### config.mk
export PLATFORM = sky130hd
export DESIGN_NAME = semiring_fir_array_flat
export DESIGN_NICKNAME = d
export VERILOG_FILES = /design/src/rtl/semiring_pkg.sv /design/src/rtl/semiring_fir_array_if.sv /design/src/rtl/semiring_pe.sv /design/src/rtl/semiring_fir_array.sv /design/src/flat_wrapper.sv
export SDC_FILE = /design/constraint.sdc
export NUM_CORES = 2
export LEC_CHECK = 0
export CAP_MARGIN = 20
export CORE_MARGIN = 5
export CORE_UTILIZATION = 65
export DETAILED_ROUTE_END_ITERATION = 12
export MAX_ROUTING_LAYER = met4
export PLACE_DENSITY = 0.82
export SYNTH_ARGS = -nofsm -noshare
export SYNTH_HDL_FRONTEND = slang
export SYNTH_SLANG_ARGS = --single-unit
### constraint.sdc
create_clock -name clk -period 12.85 [get_ports clk]
set_input_delay 1.9275 -clock clk [delete_from_list [all_inputs] [get_ports clk]]
set_output_delay 1.9275 -clock clk [all_outputs]
set_load 0.01 [all_outputs]
### src/rtl/semiring_pkg.sv
// Semiring operators plus mode and FSM encodings shared by the FIR array.
// Operators work on a MAX_W container; callers pass the live lane width.
package semiring_pkg;

   localparam int unsigned MAX_W  = 8;
   localparam int unsigned PROD_W = 2 * MAX_W;

   typedef logic [MAX_W-1:0]  word_t;
   typedef logic [PROD_W-1:0] prod_t;

   typedef enum logic [1:0] {
      MODE_SHIFT = 2'b00,
      MODE_MOD   = 2'b01,
      MODE_SAT   = 2'b10,
      MODE_TROP  = 2'b11
   } mode_e;

   typedef enum logic [1:0] {
      ST_IDLE  = 2'b00,
      ST_LOAD  = 2'b01,
      ST_RUN   = 2'b10,
      ST_FLUSH = 2'b11
   } state_e;

   function automatic prod_t sr_mask(input int unsigned width);
      return (prod_t'(1) << width) - prod_t'(1);
   endfunction

   function automatic word_t sr_clamp(input prod_t v, input int unsigned width);
      prod_t m;
      m = sr_mask(width);
      return word_t'((v > m) ? m : v);
   endfunction

   // Operands are zero-extended lane words, so the 2W product never overflows.
   function automatic word_t sr_mul(input mode_e mode, input word_t a, input word_t b,
                                    input int unsigned width);
      prod_t prod;
      word_t res;
      prod = prod_t'(a) * prod_t'(b);
      case (mode)
         MODE_MOD:  res = word_t'(prod & sr_mask(width));
         MODE_SAT:  res = sr_clamp(prod, width);
         MODE_TROP: res = sr_clamp(prod_t'(a) + prod_t'(b), width);
         default:   res = b;
      endcase
      return res;
   endfunction

   function automatic word_t sr_add(input mode_e mode, input word_t a, input word_t b,
                                    input int unsigned width);
      prod_t sum;
      word_t res;
      sum = prod_t'(a) + prod_t'(b);
      case (mode)
         MODE_MOD:  res = word_t'(sum & sr_mask(width));
         MODE_SAT:  res = sr_clamp(sum, width);
         MODE_TROP: res = (a < b) ? a : b;
         default:   res = a;
      endcase
      return res;
   endfunction

   function automatic word_t sr_identity(input mode_e mode, input int unsigned width);
      return (mode == MODE_TROP) ? word_t'(sr_mask(width)) : word_t'(0);
   endfunction

endpackage

### src/rtl/semiring_fir_array_if.sv
// Streaming data bus of the semiring FIR array: sample/weight input and lane results.
interface semiring_fir_array_if #(
   parameter int unsigned IO_BITS = 8
);
   logic [IO_BITS-1:0] din;
   logic               din_valid;
   logic               din_ready;
   logic [IO_BITS-1:0] dout;
   logic               dout_valid;

   modport master (output din, din_valid, input din_ready, dout, dout_valid);
   modport slave  (input din, din_valid, output din_ready, dout, dout_valid);
endinterface

### src/rtl/semiring_pe.sv
// One lane-stage of the transposed FIR: weight register plus partial-result register.
module semiring_pe
   import semiring_pkg::*;
#(
   parameter int unsigned WIDTH = 8
) (
   input  logic             clk,
   input  logic             rst_n,
   input  mode_e            mode,
   input  logic             advance,
   input  logic             load,
   input  logic             clear_seed,
   input  logic [WIDTH-1:0] x,
   input  logic [WIDTH-1:0] p_next,
   input  logic [WIDTH-1:0] w_next,
   output logic [WIDTH-1:0] w,
   output logic [WIDTH-1:0] p
);

   logic [WIDTH-1:0] p_term;
   logic [WIDTH-1:0] p_new;

   // A fresh run replaces the downstream partial with the semiring identity.
   always_comb begin
      p_term = clear_seed ? WIDTH'(sr_identity(mode, WIDTH)) : p_next;
      if (mode == MODE_SHIFT) begin
         p_new = p_term;
      end else begin
         p_new = WIDTH'(sr_add(mode, MAX_W'(p_term),
                               sr_mul(mode, MAX_W'(w), MAX_W'(x), WIDTH), WIDTH));
      end
   end

   always_ff @(posedge clk) begin
      if (!rst_n) begin
         w <= '0;
         p <= '0;
      end else begin
         if (load)    w <= w_next;
         if (advance) p <= p_new;
      end
   end

endmodule

### src/rtl/semiring_fir_array.sv
// Multi-lane systolic semiring FIR: control FSM, counters and lane packing around
// a LANES x STAGES grid of processing elements.
module semiring_fir_array
   import semiring_pkg::*;
#(
   parameter int unsigned IO_BITS = 8,
   parameter int unsigned WIDTH   = 8,
   parameter int unsigned STAGES  = 8
) (
   input  logic                 clk,
   input  logic                 rst_n,
   input  logic [1:0]           mode,
   input  logic                 load_start,
   input  logic                 flush_start,
   output logic                 load_done,
   output logic                 busy,
   semiring_fir_array_if.slave  bus
);

   localparam int unsigned LANES = IO_BITS / WIDTH;
   localparam int unsigned CNT_W = $clog2(STAGES);

   state_e           state_q, state_d;
   logic [CNT_W-1:0] cnt_q, cnt_d;
   mode_e            mode_q, mode_d;
   logic             dout_valid_q, dout_valid_d;
   logic             load_done_q, load_done_d;
   logic             busy_q, din_ready_q;
   logic             adv, ld, seed, inject;
   logic [WIDTH-1:0] id_lane;

   always_ff @(posedge clk) begin
      if (!rst_n) begin
         state_q      <= ST_IDLE;
         cnt_q        <= '0;
         mode_q       <= MODE_SHIFT;
         dout_valid_q <= 1'b0;
         load_done_q  <= 1'b0;
         busy_q       <= 1'b0;
         din_ready_q  <= 1'b1;
      end else begin
         state_q      <= state_d;
         cnt_q        <= cnt_d;
         mode_q       <= mode_d;
         dout_valid_q <= dout_valid_d;
         load_done_q  <= load_done_d;
         busy_q       <= (state_d != ST_IDLE);
         din_ready_q  <= (state_d != ST_FLUSH);
      end
   end

   // The run-start sample already uses the incoming mode, hence mode_d drives the PEs.
   always_comb begin
      state_d      = state_q;
      cnt_d        = cnt_q;
      mode_d       = mode_q;
      dout_valid_d = 1'b0;
      load_done_d  = 1'b0;
      adv          = 1'b0;
      ld           = 1'b0;
      seed         = 1'b0;
      inject       = 1'b0;
      case (state_q)
         ST_IDLE: begin
            if (load_start) begin
               state_d = ST_LOAD;
               cnt_d   = '0;
            end else if (bus.din_valid) begin
               state_d      = ST_RUN;
               mode_d       = mode_e'(mode);
               adv          = 1'b1;
               seed         = 1'b1;
               dout_valid_d = 1'b1;
            end
         end
         ST_LOAD: begin
            if (bus.din_valid) begin
               ld = 1'b1;
               if (cnt_q == CNT_W'(STAGES - 1)) begin
                  state_d     = ST_IDLE;
                  cnt_d       = '0;
                  load_done_d = 1'b1;
               end else begin
                  cnt_d = cnt_q + CNT_W'(1);
               end
            end
         end
         ST_RUN: begin
            if (bus.din_valid) begin
               adv          = 1'b1;
               dout_valid_d = 1'b1;
            end
            if (flush_start) begin
               state_d = ST_FLUSH;
               cnt_d   = '0;
            end
         end
         ST_FLUSH: begin
            adv          = 1'b1;
            inject       = 1'b1;
            dout_valid_d = 1'b1;
            if (cnt_q == CNT_W'(STAGES - 1)) begin
               state_d = ST_IDLE;
               cnt_d   = '0;
            end else begin
               cnt_d = cnt_q + CNT_W'(1);
            end
         end
         default: state_d = ST_IDLE;
      endcase
   end

   assign id_lane        = WIDTH'(sr_identity(mode_d, WIDTH));
   assign bus.dout_valid = dout_valid_q;
   assign bus.din_ready  = din_ready_q;
   assign load_done      = load_done_q;
   assign busy           = busy_q;

   for (genvar l = 0; l < LANES; l++) begin : g_lane
      logic [WIDTH-1:0] x_lane;
      logic [WIDTH-1:0] w_q [STAGES];
      logic [WIDTH-1:0] p_q [STAGES];

      assign x_lane = inject ? id_lane : bus.din[l*WIDTH +: WIDTH];
      assign bus.dout[l*WIDTH +: WIDTH] = p_q[0];

      for (genvar k = 0; k < STAGES; k++) begin : g_stage
         logic [WIDTH-1:0] p_nxt;
         logic [WIDTH-1:0] w_nxt;
         logic             seed_k;

         // Tail stage: identity (or raw sample when shifting) stands in for p[S].
         if (k == STAGES - 1) begin : g_tail
            assign p_nxt  = (mode_d == MODE_SHIFT) ? x_lane : id_lane;
            assign w_nxt  = bus.din[l*WIDTH +: WIDTH];
            assign seed_k = 1'b0;
         end else begin : g_body
            assign p_nxt  = p_q[k+1];
            assign w_nxt  = w_q[k+1];
            assign seed_k = seed;
         end

         semiring_pe #(.WIDTH(WIDTH)) u_pe (
            .clk        (clk),
            .rst_n      (rst_n),
            .mode       (mode_d),
            .advance    (adv),
            .load       (ld),
            .clear_seed (seed_k),
            .x          (x_lane),
            .p_next     (p_nxt),
            .w_next     (w_nxt),
            .w          (w_q[k]),
            .p          (p_q[k])
         );
      end
   end

endmodule
### src/flat_wrapper.sv
// flat-port wrapper written by rule: the top's interface ports become plain ports
module semiring_fir_array_flat import semiring_pkg::*;
#(
   parameter int unsigned IO_BITS = 8,
   parameter int unsigned WIDTH   = 8,
   parameter int unsigned STAGES  = 8
)
  (clk, rst_n, mode, load_start, flush_start, load_done, busy, bus_din, bus_din_valid, bus_din_ready, bus_dout, bus_dout_valid);
  semiring_fir_array_if #(.IO_BITS(IO_BITS)) bus_i ();
  input  logic clk;
  input  logic rst_n;
  input  logic [1:0] mode;
  input  logic load_start;
  input  logic flush_start;
  output logic load_done;
  output logic busy;
  input wire logic [$bits(bus_i.din)-1:0] bus_din;
  input wire logic [$bits(bus_i.din_valid)-1:0] bus_din_valid;
  output wire logic [$bits(bus_i.din_ready)-1:0] bus_din_ready;
  output wire logic [$bits(bus_i.dout)-1:0] bus_dout;
  output wire logic [$bits(bus_i.dout_valid)-1:0] bus_dout_valid;
  assign bus_i.din = bus_din;
  assign bus_i.din_valid = bus_din_valid;
  assign bus_din_ready = bus_i.din_ready;
  assign bus_dout = bus_i.dout;
  assign bus_dout_valid = bus_i.dout_valid;
  semiring_fir_array #(.IO_BITS(IO_BITS), .WIDTH(WIDTH), .STAGES(STAGES)) u_core (.clk(clk), .rst_n(rst_n), .mode(mode), .load_start(load_start), .flush_start(flush_start), .load_done(load_done), .busy(busy), .bus(bus_i));
endmodule
==> results by group <==
Setup path
  – Maximum fanout count along the critical path: 30
  – Element type at the critical path end: register
  – Worst flop-to-flop path endpoint: u_core.g_lane[0].g_stage[4].u_pe.p[1]
  – CP top delay family: compound AO/OA/AOI/OAI gates
  – Reg2reg path depth: 29
  – CP Class: in2reg
  – Buffers & Inverters on Critical Path: 3
  – CP peak stage delay: 820 ps
  – Critical path startpoint category: input port
  – Reg2Reg Setup Slack: 2450 ps
  – Required time worst endpoint: 13210 ps
  – Crit path from: bus_din_valid
  – Slowest cell on the critical path: a2111oi_0
  – Worst reg2reg path startpoint: u_core.state_q[0]
  – Critical Path AT: between 10000 and 15000 ps
  – Most common cell on crit path: fa_1

Floorplan
  – Die ar.: 53600 sq um
  – Core Area: 48700 sq um
  – Die width: 232 um
  – I/O pin total: 27
  – Std-Cell Rows: a little over 80
  – Initial Utilization: approximately two thirds
  – Die span in y: 232 um

Yosys
  – Register area share after synthesis: 8.72%
  – Post-synthesis cell type count: 88
  – Synth Flop Type: dfxtp_1
  – Post-synthesis cell area: approximately 32000 sq um
  – Synthesized instance count: 4082
  – Synth warn: 0
  – Asr flop ratio synth: 0%
  – Register bit total from synthesis: 139
  – Syn nets: 4883
  – Syn Area/Cell: between 7 and 8 sq um
  – EDFF count, synth: 0

Global routing
  – Global-route wire length before repair: 152000 um
  – Gr ovfl total: 0
  – Largest net degree at the start of global routing: 75
  – Global-route usage over all layers: 35.7%
  – Vias in the first global route: 29300
  – Initial antenna violation count: 2

Pwr
  – PwrDens: 60.0 nW/um^2
  – VDD IR max: 0.0666 mV
  – Switch Pwr: 845 uW
  – Clock share of power: 28.5%
  – Gate power share: 47.5%
  – Sw frac: between 40% and 50%
  – Cell Int Power: 1.16 mW
  – Reg power frac: 24.0%
  – Leak pwr: 17.1 nW

CTS
  – Root Buffer: clkbuf_16
  – Bufs on Longest Clock Path: 2
  – CTS tree: yes
  – CTS resizes: 0
  – Setup Buffers After CTS: 0
  – Clock sink count: 139
  – H-tree levels: 4
  – Hold buffers post-CTS: 0
  – Clock latency at the later pin of the worst-skew pair: roughly 480 ps
  – Clock-pin slew on the worst setup and hold paths: 70 ps
  – Number of buffers created by CTS: 17

Placement
  – DP Worst Slack: 653 ps
  – Gpl congestion: ~1.1
  – Post-DP HPWL: 70400 um
  – IO Port Bufs: 26

STA
  – Fin Setup TNS: 0 ps
  – Hold Vio Cnt, Final: 0
  – Slew @ Worst Pin: 1030 ps
  – Setup-failing EPs final: 0
  – RSZ-0062 raised after global routing: no
  – Tmin final: between 10000 and 15000 ps
  – Max-slew violation count: 0
  – Fmax: between 80 and 90 MHz
  – Slew margin rel.: a little under a third
  – Max Clock Skew: 21.8 ps
  – Setup ws final: 1070 ps
  – Period utilization: 91.7%

Cells and area
  – Most common cell after layout, fill and taps aside: inv_1
  – Fillers: 4149
  – Commonest cells after routing, fill and taps aside: 523 x inv_1, 482 x ha_1, 464 x nand2_1, 325 x a21oi_1, 321 x and2_1
  – Layout cells sized above 1: 3.71%
  – Fin nets: slightly below 5000
  – Area Growth Syn to Fin: 4.84%

Routing
  – Initial drt markers: 3082
  – Drt total wl: 93200 um
  – Via count: 29700
  – 1st-pass router iterations: 6
  – DR WL/cell: 19.9 um
  – Final ANT Viol Nets: 0
  – Vias per std cell: 6.35
  – # DRC: 0

Run status
  – Status: finished clean

Hold path
  – Hold Crit Depth: 2
  – Worst Hold Path EP: u_core.g_lane[0].g_stage[7].u_pe.p[6]
  – Hold path startpoint: u_core.g_lane[0].g_stage[7].u_pe.p[6]
  – Type of the most critical hold path: reg2reg

Job
  – MaxCap Viol Count: 0
==> worst register-to-register path, delay by kind of cell (launching register included) <==
family / cells / cell delay, ps
AOI/OAI and AO/OA: 12 / 3800
adders and majority gates: 8 / 3440
buffers and inverters: 2 / 100
DFF: 1 / 570
and+or+nand+nor: 7 / 2400
==> per-layer routing <==
metal  global-route usage (%)  part of all wire [%]
met2                     57.1                    46
met3                     5.95                   9.2
met4                     12.7                   4.1
met1                     46.1                    41
met5                        -                     0
==> final cells by class <==
cell class	instances	area, sq um	area share, %
Clock inverter	13	216	0.647
Sequential cell	139	2780	8.31
Timing Repair Buffer	71	598	1.79
Clock buffer	19	453	1.35
Tap cell	664	831	2.48
Antenna cell	2	5.00	0.0150
Inverter	527	1980	5.91
Multi-Input combinational cell	3246	26600	79.5
==> kinds of logic (layout without fill, tap and decap cells) <==
group | count (synthesis) | in the layout | share of synthesized area [%]
adder cells (fa/ha/maj) | 786 | 786 | 38.0
AND/OR/NAND/NOR | 1276 | 1276 | 19.5
AO/OA/AOI/OAI | 1045 | 1045 | 21.5
buffers and inverters | 697 | 630 | 8.30
XOR/XNOR | 119 | 119 | 3.26
flip-flops | 139 | 139 | 8.72
multiplexers | 20 | 20 | 0.666
other | 0 | 2 | 0
==> state kept, by name, summed over array words and instances, names as in the netlist <==
register and cells:
u_core.bus.dout_valid 1, u_core.g_lane.g_stage.u_pe.p 64, u_core.g_lane.g_stage.u_pe.w 64, u_core.load_done 1
u_core.busy 1, u_core.bus.din_ready 1, u_core.cnt_q 3, u_core.state_q 2
u_core.mode_q 2
==> worst max path at each step <==
stage	end	depth (start not counted)
5_1_grt	u_core.g_lane[0].g_stage[4].u_pe.p[1]	30
4_1_cts	u_core.g_lane[0].g_stage[4].u_pe.p[1]	30
2_1_floorplan	u_core.g_lane[0].g_stage[4].u_pe.p[2]	32
3_3_place_gp	u_core.g_lane[0].g_stage[4].u_pe.p[1]	29
6_report	u_core.g_lane[0].g_stage[4].u_pe.p[1]	30
3_5_place_dp	u_core.g_lane[0].g_stage[4].u_pe.p[1]	30
==> power groups by stage <==
stage	clock [mW]	sequential, mW	combinational, mW
finish	0.573	0.482	0.954
global route	0.591	0.483	1.03
CTS	0.572	0.479	0.925
detailed placement	0	0.489	0.916
global placement	0	0.489	0.912
floorplan	0	0.479	0.675
==> Yosys cell counts, types with 12 or more instances <==
library cell | count | area (sq um)
nand2_1 | 465 | 1750
ha_1 | 482 | 6030
o31ai_1 | 36 | 270
and3_1 | 15 | 93.8
o211ai_1 | 33 | 248
o21a_1 | 53 | 398
a31oi_1 | 28 | 175
or3_1 | 16 | 100
fa_1 | 304 | 6090
a221oi_1 | 19 | 166
and2_1 | 321 | 2010
a21oi_1 | 325 | 1630
buf_2 | 22 | 110
a21boi_0 | 12 | 90.1
or2_2 | 17 | 106
xor2_1 | 35 | 307
o22ai_1 | 18 | 113
mux2i_1 | 13 | 130
o41ai_1 | 18 | 158
nand3_1 | 46 | 230
nor3_1 | 52 | 260
nor2_1 | 219 | 822
o21ai_0 | 173 | 866
a21o_1 | 71 | 533
dfxtp_1 | 139 | 2780
o21bai_1 | 33 | 248
nand2b_1 | 26 | 163
nor2b_1 | 38 | 238
o31a_1 | 22 | 193
a32o_1 | 13 | 130
o221ai_1 | 19 | 166
inv_1 | 526 | 1970
a22o_1 | 16 | 140
a211oi_1 | 35 | 263
clkbuf_1 | 136 | 510
a211o_1 | 13 | 114
nor4_1 | 16 | 100
xnor2_1 | 84 | 736
==> stage by stage <==
| stage | instances | instance area (sq um) | hold WS [ps] | utilization (%) | total power, mW |
|---|---|---|---|---|---|
| detailed placement | 4647 | 32800 | 441 | 67.3 | 1.40 |
| global route | 4681 | 33500 | 484 | 68.7 | 2.11 |
| CTS | 4679 | 33500 | 460 | 68.6 | 1.98 |
| global placement | 4647 | 32800 | 436 | 67.3 | 1.40 |
| floorplan | 4082 | 31900 | 420 | - | 1.15 |
| finish | 4681 | 33500 | 467 | 68.7 | 2.01 |
(Power assumes the default switching activity.)
